`src/rtl/fifo_pkg.sv`:
```
// fifo_pkg: helpers shared by the write- and read-side FIFO controllers.
//   pntr_width(awidth) : pointer width for a RAM address width (one wrap bit)
//   bin2gray(b)        : binary to reflected Gray
//   gray2bin(g)        : reflected Gray to binary (XOR prefix from the MSB)
// Functions work on MAX_PW-bit vectors; callers zero-extend their PW-bit
// pointer and truncate the result. Leading zeros are neutral in both
// conversions.
package fifo_pkg;

  localparam int unsigned MAX_PW = 32;

  typedef logic [MAX_PW-1:0] pntr_t;

  function automatic int unsigned pntr_width(input int unsigned awidth);
    return awidth + 1;
  endfunction

  function automatic pntr_t bin2gray(input pntr_t b);
    return b ^ (b >> 1);
  endfunction

  function automatic pntr_t gray2bin(input pntr_t g);
    pntr_t b;
    b[MAX_PW-1] = g[MAX_PW-1];
    for (int unsigned i = 1; i < MAX_PW; i++) begin
      b[MAX_PW-1-i] = b[MAX_PW-i] ^ g[MAX_PW-1-i];
    end
    return b;
  endfunction

endpackage

```
`src/rtl/fifo_wr_ctrl_gray_cnt.sv`:
```
// gray_cnt: PW-bit pointer held as registered binary and registered Gray.
// Also exposes the next-state values so the owning controller can compute
// registered status flags in the same cycle as the pointer advance.
//   clk_i       : clock
//   aclr_i      : asynchronous active-high clear
//   en_i        : advance pointer by one on this edge
//   bin_o       : registered binary pointer
//   gray_o      : registered Gray pointer
//   bin_next_o  : binary pointer after this edge
//   gray_next_o : Gray pointer after this edge
module gray_cnt
  import fifo_pkg::*;
#(
  parameter int unsigned PW = 4
) (
  input  logic          clk_i,
  input  logic          aclr_i,
  input  logic          en_i,
  output logic [PW-1:0] bin_o,
  output logic [PW-1:0] gray_o,
  output logic [PW-1:0] bin_next_o,
  output logic [PW-1:0] gray_next_o
);

  always_comb begin
    bin_next_o  = en_i ? bin_o + PW'(1) : bin_o;
    gray_next_o = PW'(bin2gray(MAX_PW'(bin_next_o)));
  end

  // Gray is registered from the next-state value rather than decoded from
  // bin_o so the output crossing clock domains comes straight from flops.
  always_ff @(posedge clk_i or posedge aclr_i) begin
    if (aclr_i) begin
      bin_o  <= '0;
      gray_o <= '0;
    end else begin
      bin_o  <= bin_next_o;
      gray_o <= gray_next_o;
    end
  end

endmodule

```
`src/rtl/fifo_wr_ctrl.sv`:
```
// fifo_wr_ctrl: write-side control of the dual-clock FIFO (write clock domain).
//   clk_i          : write-domain clock
//   aclr_i         : asynchronous active-high reset (shared with read side)
//   wrreq_i        : producer write request
//   rd_pntr_gray_i : Gray read pointer, already synchronized into clk_i
//   wr_en_o        : RAM write enable (combinational, wrreq_i & ~full_o)
//   wr_addr_o      : RAM write address (low bits of registered binary pointer)
//   wr_pntr_gray_o : registered Gray write pointer, to the synchronizer
//   full_o         : registered full flag
//   almost_full_o  : registered wrusedw_o >= ALMOST_FULL_VALUE
//   wrusedw_o      : registered words-in-FIFO as seen from the write side
// Requires AWIDTH >= 2. Writes while full are dropped silently. A stale
// synchronized read pointer only makes the status pessimistic.
module fifo_wr_ctrl
  import fifo_pkg::*;
#(
  parameter  int unsigned AWIDTH            = 3,
  parameter  int unsigned ALMOST_FULL_VALUE = 2**AWIDTH - 2,
  localparam int unsigned PW                = pntr_width(AWIDTH)
) (
  input  logic              clk_i,
  input  logic              aclr_i,
  input  logic              wrreq_i,
  input  logic [PW-1:0]     rd_pntr_gray_i,
  output logic              wr_en_o,
  output logic [AWIDTH-1:0] wr_addr_o,
  output logic [PW-1:0]     wr_pntr_gray_o,
  output logic              full_o,
  output logic              almost_full_o,
  output logic [PW-1:0]     wrusedw_o
);

  logic          wr_en;
  logic [PW-1:0] wbin;
  logic [PW-1:0] wgray;
  logic [PW-1:0] wbin_next;
  logic [PW-1:0] wgray_next;
  logic [PW-1:0] rbin;
  logic [PW-1:0] rd_gray_wrapped;
  logic [PW-1:0] usedw_next;
  logic          full_next;
  logic          afull_next;
  logic          full_q;
  logic          afull_q;
  logic [PW-1:0] usedw_q;

  assign wr_en = wrreq_i & ~full_q;

  gray_cnt #(
    .PW (PW)
  ) u_wr_cnt (
    .clk_i       (clk_i),
    .aclr_i      (aclr_i),
    .en_i        (wr_en),
    .bin_o       (wbin),
    .gray_o      (wgray),
    .bin_next_o  (wbin_next),
    .gray_next_o (wgray_next)
  );

  // Full compares in the Gray domain: the write pointer is exactly one
  // depth ahead of the read pointer when the top two Gray bits differ and
  // the remaining bits match.
  always_comb begin
    rd_gray_wrapped = {~rd_pntr_gray_i[PW-1:PW-2], rd_pntr_gray_i[PW-3:0]};
    rbin            = PW'(gray2bin(MAX_PW'(rd_pntr_gray_i)));
    usedw_next      = wbin_next - rbin;
    full_next       = (wgray_next == rd_gray_wrapped);
    afull_next      = (32'(usedw_next) >= ALMOST_FULL_VALUE);
  end

  always_ff @(posedge clk_i or posedge aclr_i) begin
    if (aclr_i) begin
      full_q  <= 1'b0;
      afull_q <= 1'b0;
      usedw_q <= '0;
    end else begin
      full_q  <= full_next;
      afull_q <= afull_next;
      usedw_q <= usedw_next;
    end
  end

  assign wr_en_o        = wr_en;
  assign wr_addr_o      = wbin[AWIDTH-1:0];
  assign wr_pntr_gray_o = wgray;
  assign full_o         = full_q;
  assign almost_full_o  = afull_q;
  assign wrusedw_o      = usedw_q;

endmodule

```
`config.mk`:
```
export PLATFORM = sky130hd
export DESIGN_NAME = fifo_wr_ctrl
export DESIGN_NICKNAME = d
export VERILOG_FILES = /design/src/rtl/fifo_pkg.sv /design/src/rtl/fifo_wr_ctrl_gray_cnt.sv /design/src/rtl/fifo_wr_ctrl.sv
export SDC_FILE = /design/constraint.sdc
export NUM_CORES = 1
export LEC_CHECK = 0
export ABC_AREA = 1
export CORE_MARGIN = 2
export CORE_UTILIZATION = 45
export DETAILED_ROUTE_END_ITERATION = 7
export GPL_TIMING_DRIVEN = 0
export PLACE_DENSITY = 0.75
export SLEW_MARGIN = 20
export SYNTH_ARGS = -nofsm -noshare
export SYNTH_HDL_FRONTEND = slang
export SYNTH_SLANG_ARGS = --single-unit
export TNS_END_PERCENT = 10
```
`constraint.sdc`:
```
create_clock -name clk_i -period 3.25 [get_ports clk_i]
set_input_delay 0.8125 -clock clk_i [delete_from_list [all_inputs] [get_ports clk_i]]
set_output_delay 0.8125 -clock clk_i [all_outputs]
set_load 0.03 [all_outputs]
```
==> impl_results.md, run 1 <==
* Outcome: completed
* Compound-gate portion of the synthesized area at 3.780%
* Fin util at 61.70%
* Critical path, cell by cell: clkdlybuf4s50_1 -> nand2_2 -> clkinv_2 -> clkdlybuf4s50_1
* Net Count, Synth at 100
* Slew HR at 67.44%
* Area Overhead vs Synth at 31.18%
* Total global routing overflow at 0
* Distinct cells, synth at 19
* RSZ-0062 raised after global routing: no
* Synth top area cells: dfrtp_1 41%, nand2_2 9.4%, nand2_1 8.5%
* Clock latency on the worst-skew pair at 0.27 ns
* Die X at 46.02 um
* CTS sink cnt at 13
* Power Total at 1205 uW
* Clock root buffer: clkbuf_4
* CP bufs+invs at 3
* Via-per-instance ratio at 4.760
* Count of final setup violators at 0
* Hold buffer count at cts at 0
* I/O Buffers at 20
* Die height at 46.02 um
* Power density over cell area at 1156 nW/um^2
* Number of synthesized flops with an enable pin at 0
* CTS H-Tree Depth at 1
* Hold Vio Cnt, Final at 0
* I/O pins at 21
* Most used cell, CP: clkdlybuf4s50_1
* Synth top area share at 40.94%
* Vias in the first global route at 606
* Synth Area in XOR/XNOR at 5.354%
* Antenna violations before repair at 0
* Critical path class: input port to output pin
* Worst-path clk slew at 0.07 ns
* Slowest CP cell: clkdlybuf4s50_1
* Min-Delay Path Class: register to register
* Std-Cell Rows at 15
* Total core area at 1689 sq um
* Largest net degree at the start of global routing at 14
* Setup TNS at 0 ns
* Cell family with most CP delay: buffers and inverters
* Seq cells post-synth at 13
* DRC errors left at 0
* CTS tree: built
* Slew of the pin with the lowest slew margin at 0.4879 ns
* DRT antenna net count at 0
* Max incr delay on CP at 0.66 ns
* Initial Util at 47.04%
* Fin nets at 125
* Final min period at 3.021 ns
* Async S/R FF share, synth at 100.0%
* CP max FO at 5
* Clock Skew at 0.002412 ns
* Combinational family with the most area after synthesis: simple AND/OR/NAND/NOR gates
* Levels on crit path at 4
* Most used DFF post-synth: dfrtp_1
* Synth Area in Simple Gates at 33.39%
* Standby leakage power at 0.0005177 uW
* Cells after synthesis at 88
* Mux cell area share after synthesis at 0%
* Worst setup SP type: input port
* HPWL after detailed placement at 1.099 mm
* Arrival time at the worst endpoint at 2.21 ns
* N_diodes at 0
* Share of the yosys chip area belonging to registers at 40.94%
* Cell area after synthesis at 794.5 sq um
* R2r worst-path depth at 11
* Max_cap viols at 0
* First-pass GRT wire length at 2.408 mm
* Period utilization at 92.97%
* Post-Route WL at 1.347 mm
* Fmax at 331.0 MHz
* Tot GR Track Use at 16.01%
* CTS resizes at 0
* Min-Delay Path Depth at 2
* Final GP Congestion at 0.7628
* Cell taking the most area after synthesis: dfrtp_1
* DR vias at 614
* Die Area at 2118 sq um
* Syn_area_per_cell at 9.029 sq um
* Req. time, crit path at 2.44 ns
* Synth Area in Adders at 8.819%
* Total CTS buffers at 3
* Worst vdd ir at 595.1 uV
* Fin. max-slew vios at 0
* DRT Pass-1 Iters at 4
* Synth warn at 0
* Clock Path Buffers at 2
* DR WL/cell at 10.44 um
* Layout cells sized above 1 at 25.89%
* Setup repair bufs after CTS at 0
* Iteration-0 DRC Markers at 6
* Endpoint type of the worst setup path: output pin
cell usage in the layout, fill, tap and decap left out, drive strengths merged:
| cell | count |
|---|---|
| fa | 1 |
| dfrtp | 13 |
| clkinv | 1 |
| inv | 15 |
| clkdlybuf4s50 | 20 |
| clkbuf | 4 |
| o21ai | 1 |
| ha | 4 |
| xnor2 | 1 |
| o21bai | 1 |
| nand4 | 1 |
| nand2 | 31 |
| xor2 | 3 |
| a31oi | 1 |
| nand3 | 12 |
| nand3b | 1 |
| nor2 | 2 |
path summary, 6_finish.rpt:
path,start,to,slack [ns]
setup / recovery,wrreq_i,wr_en_o,0.23
hold / removal,u_wr_cnt.bin_o[2]$_DFF_PP0_,u_wr_cnt.bin_o[2]$_DFF_PP0_,0.63
setup reg to reg,u_wr_cnt.bin_o[1]$_DFF_PP0_,almost_full_o$_DFF_PP0_,1.40
hold reg to reg,u_wr_cnt.bin_o[2]$_DFF_PP0_,u_wr_cnt.bin_o[2]$_DFF_PP0_,0.63
max in group asynchronous,aclr_i,wrusedw_o[3]$_DFF_PP0_,2.07
min in group asynchronous,aclr_i,wrusedw_o[1]$_DFF_PP0_,0.85
state kept, by name (all words and copies together), names as in the netlist:
signal / count
wrusedw_o: 4
almost_full_o: 1
u_wr_cnt.gray_o: 3
full_o: 1
u_wr_cnt.bin_o: 4
synthesized netlist by cell type, types with 2 or more instances:
master,count
dfrtp_1,13
inv_1,12
nand3_1,7
nand3_2,5
ha_1,4
nor2_2,2
xor2_1,3
nand2_1,18
inv_2,3
nand2_2,12
logic make-up (layout without fill, tap and decap cells):
| group | Yosys count | after routing |
|---|---|---|
| and+or+nand+nor | 47 | 47 |
| buffers and inverters | 16 | 40 |
| DFF | 13 | 13 |
| adders and majority gates | 5 | 5 |
| xor gates and xnor gates | 4 | 4 |
| AOI/OAI and AO/OA | 3 | 3 |
power by group:
part | leakage, uW | switching [uW] | total, uW | internal, uW
clock | 0.0000150 | 50.3 | 97.8 | 47.5
sequential | 0.000155 | 41.4 | 288 | 247
combinational | 0.000347 | 500 | 819 | 319
total | 0.000518 | 591 | 1200 | 614
through the flow:
| stage | std cells | instance area, sq um | hold slack (ns) | worst slack [ns] |
|---|---|---|---|---|
| after floorplan | 88 | 794.5 | 0.6895 | 0.8459 |
| after global placement | 125 | 1016 | 0.6131 | 0.1903 |
| after detailed placement | 125 | 1016 | 0.6143 | 0.1572 |
| after CTS | 129 | 1042 | 0.6384 | 0.2170 |
| after global routing | 129 | 1042 | 0.6713 | 0.1736 |
| final | 129 | 1042 | 0.6272 | 0.2286 |
layout make-up:
| cell class | count | area, sq um |
|---|---|---|
| Fill cell | 151 | 646.9 |
| Multi-Input combinational cell | 59 | 407.9 |
| Clock buffer | 4 | 26.28 |
| Sequential cell | 13 | 325.3 |
| Inverter | 16 | 61.31 |
| Timing Repair Buffer | 20 | 200.2 |
| Tap cell | 17 | 21.27 |
routing by layer:
layer | share of wire (%) | track usage (%) | wire, um
met1 | 47 | 20.90 | 638
met2 | 46 | 24.72 | 624
met3 | 4.9 | 3.175 | 66
met4 | 1.3 | 8.571 | 17
met5 | 0 | 0 | 0
worst reg2reg max path: stages (launching register included):
cell	delay [ns]
dfrtp_1	0.42
ha_1	0.20
nand3_1	0.08
nand2_1	0.08
nand2_2	0.10
ha_1	0.35
nand2_1	0.07
nand2_1	0.04
a31oi_1	0.19
inv_1	0.06
nand2_1	0.08
nand3_1	0.07
(Power assumes the default switching activity.)
==> run 2, diff against run 1 <==
CTS_CLUSTER_DIAMETER = 30   (was not set)
SKIP_CTS_REPAIR_TIMING = 1   (was not set)
==> results of run 2 <==
No change in the layout: final DEF, timing and power equal those of run 1.
==> run 3, diff against run 2 <==
clock period = 3.3 ns   (was 3.25 ns; I/O delays follow)
==> results of run 3 <==
The final DEF is identical to that of run 1. Status: completed.
Among the figures that moved: setup slack after placement 0.1572 ns -> 0.1947 ns; setup slack after layout 0.2286 ns -> 0.2536 ns; register-to-register setup slack 1.40 ns -> 1.45 ns; total power 1205 uW -> 1187 uW; worst IR drop on VDD 595.1 uV -> 586.0 uV
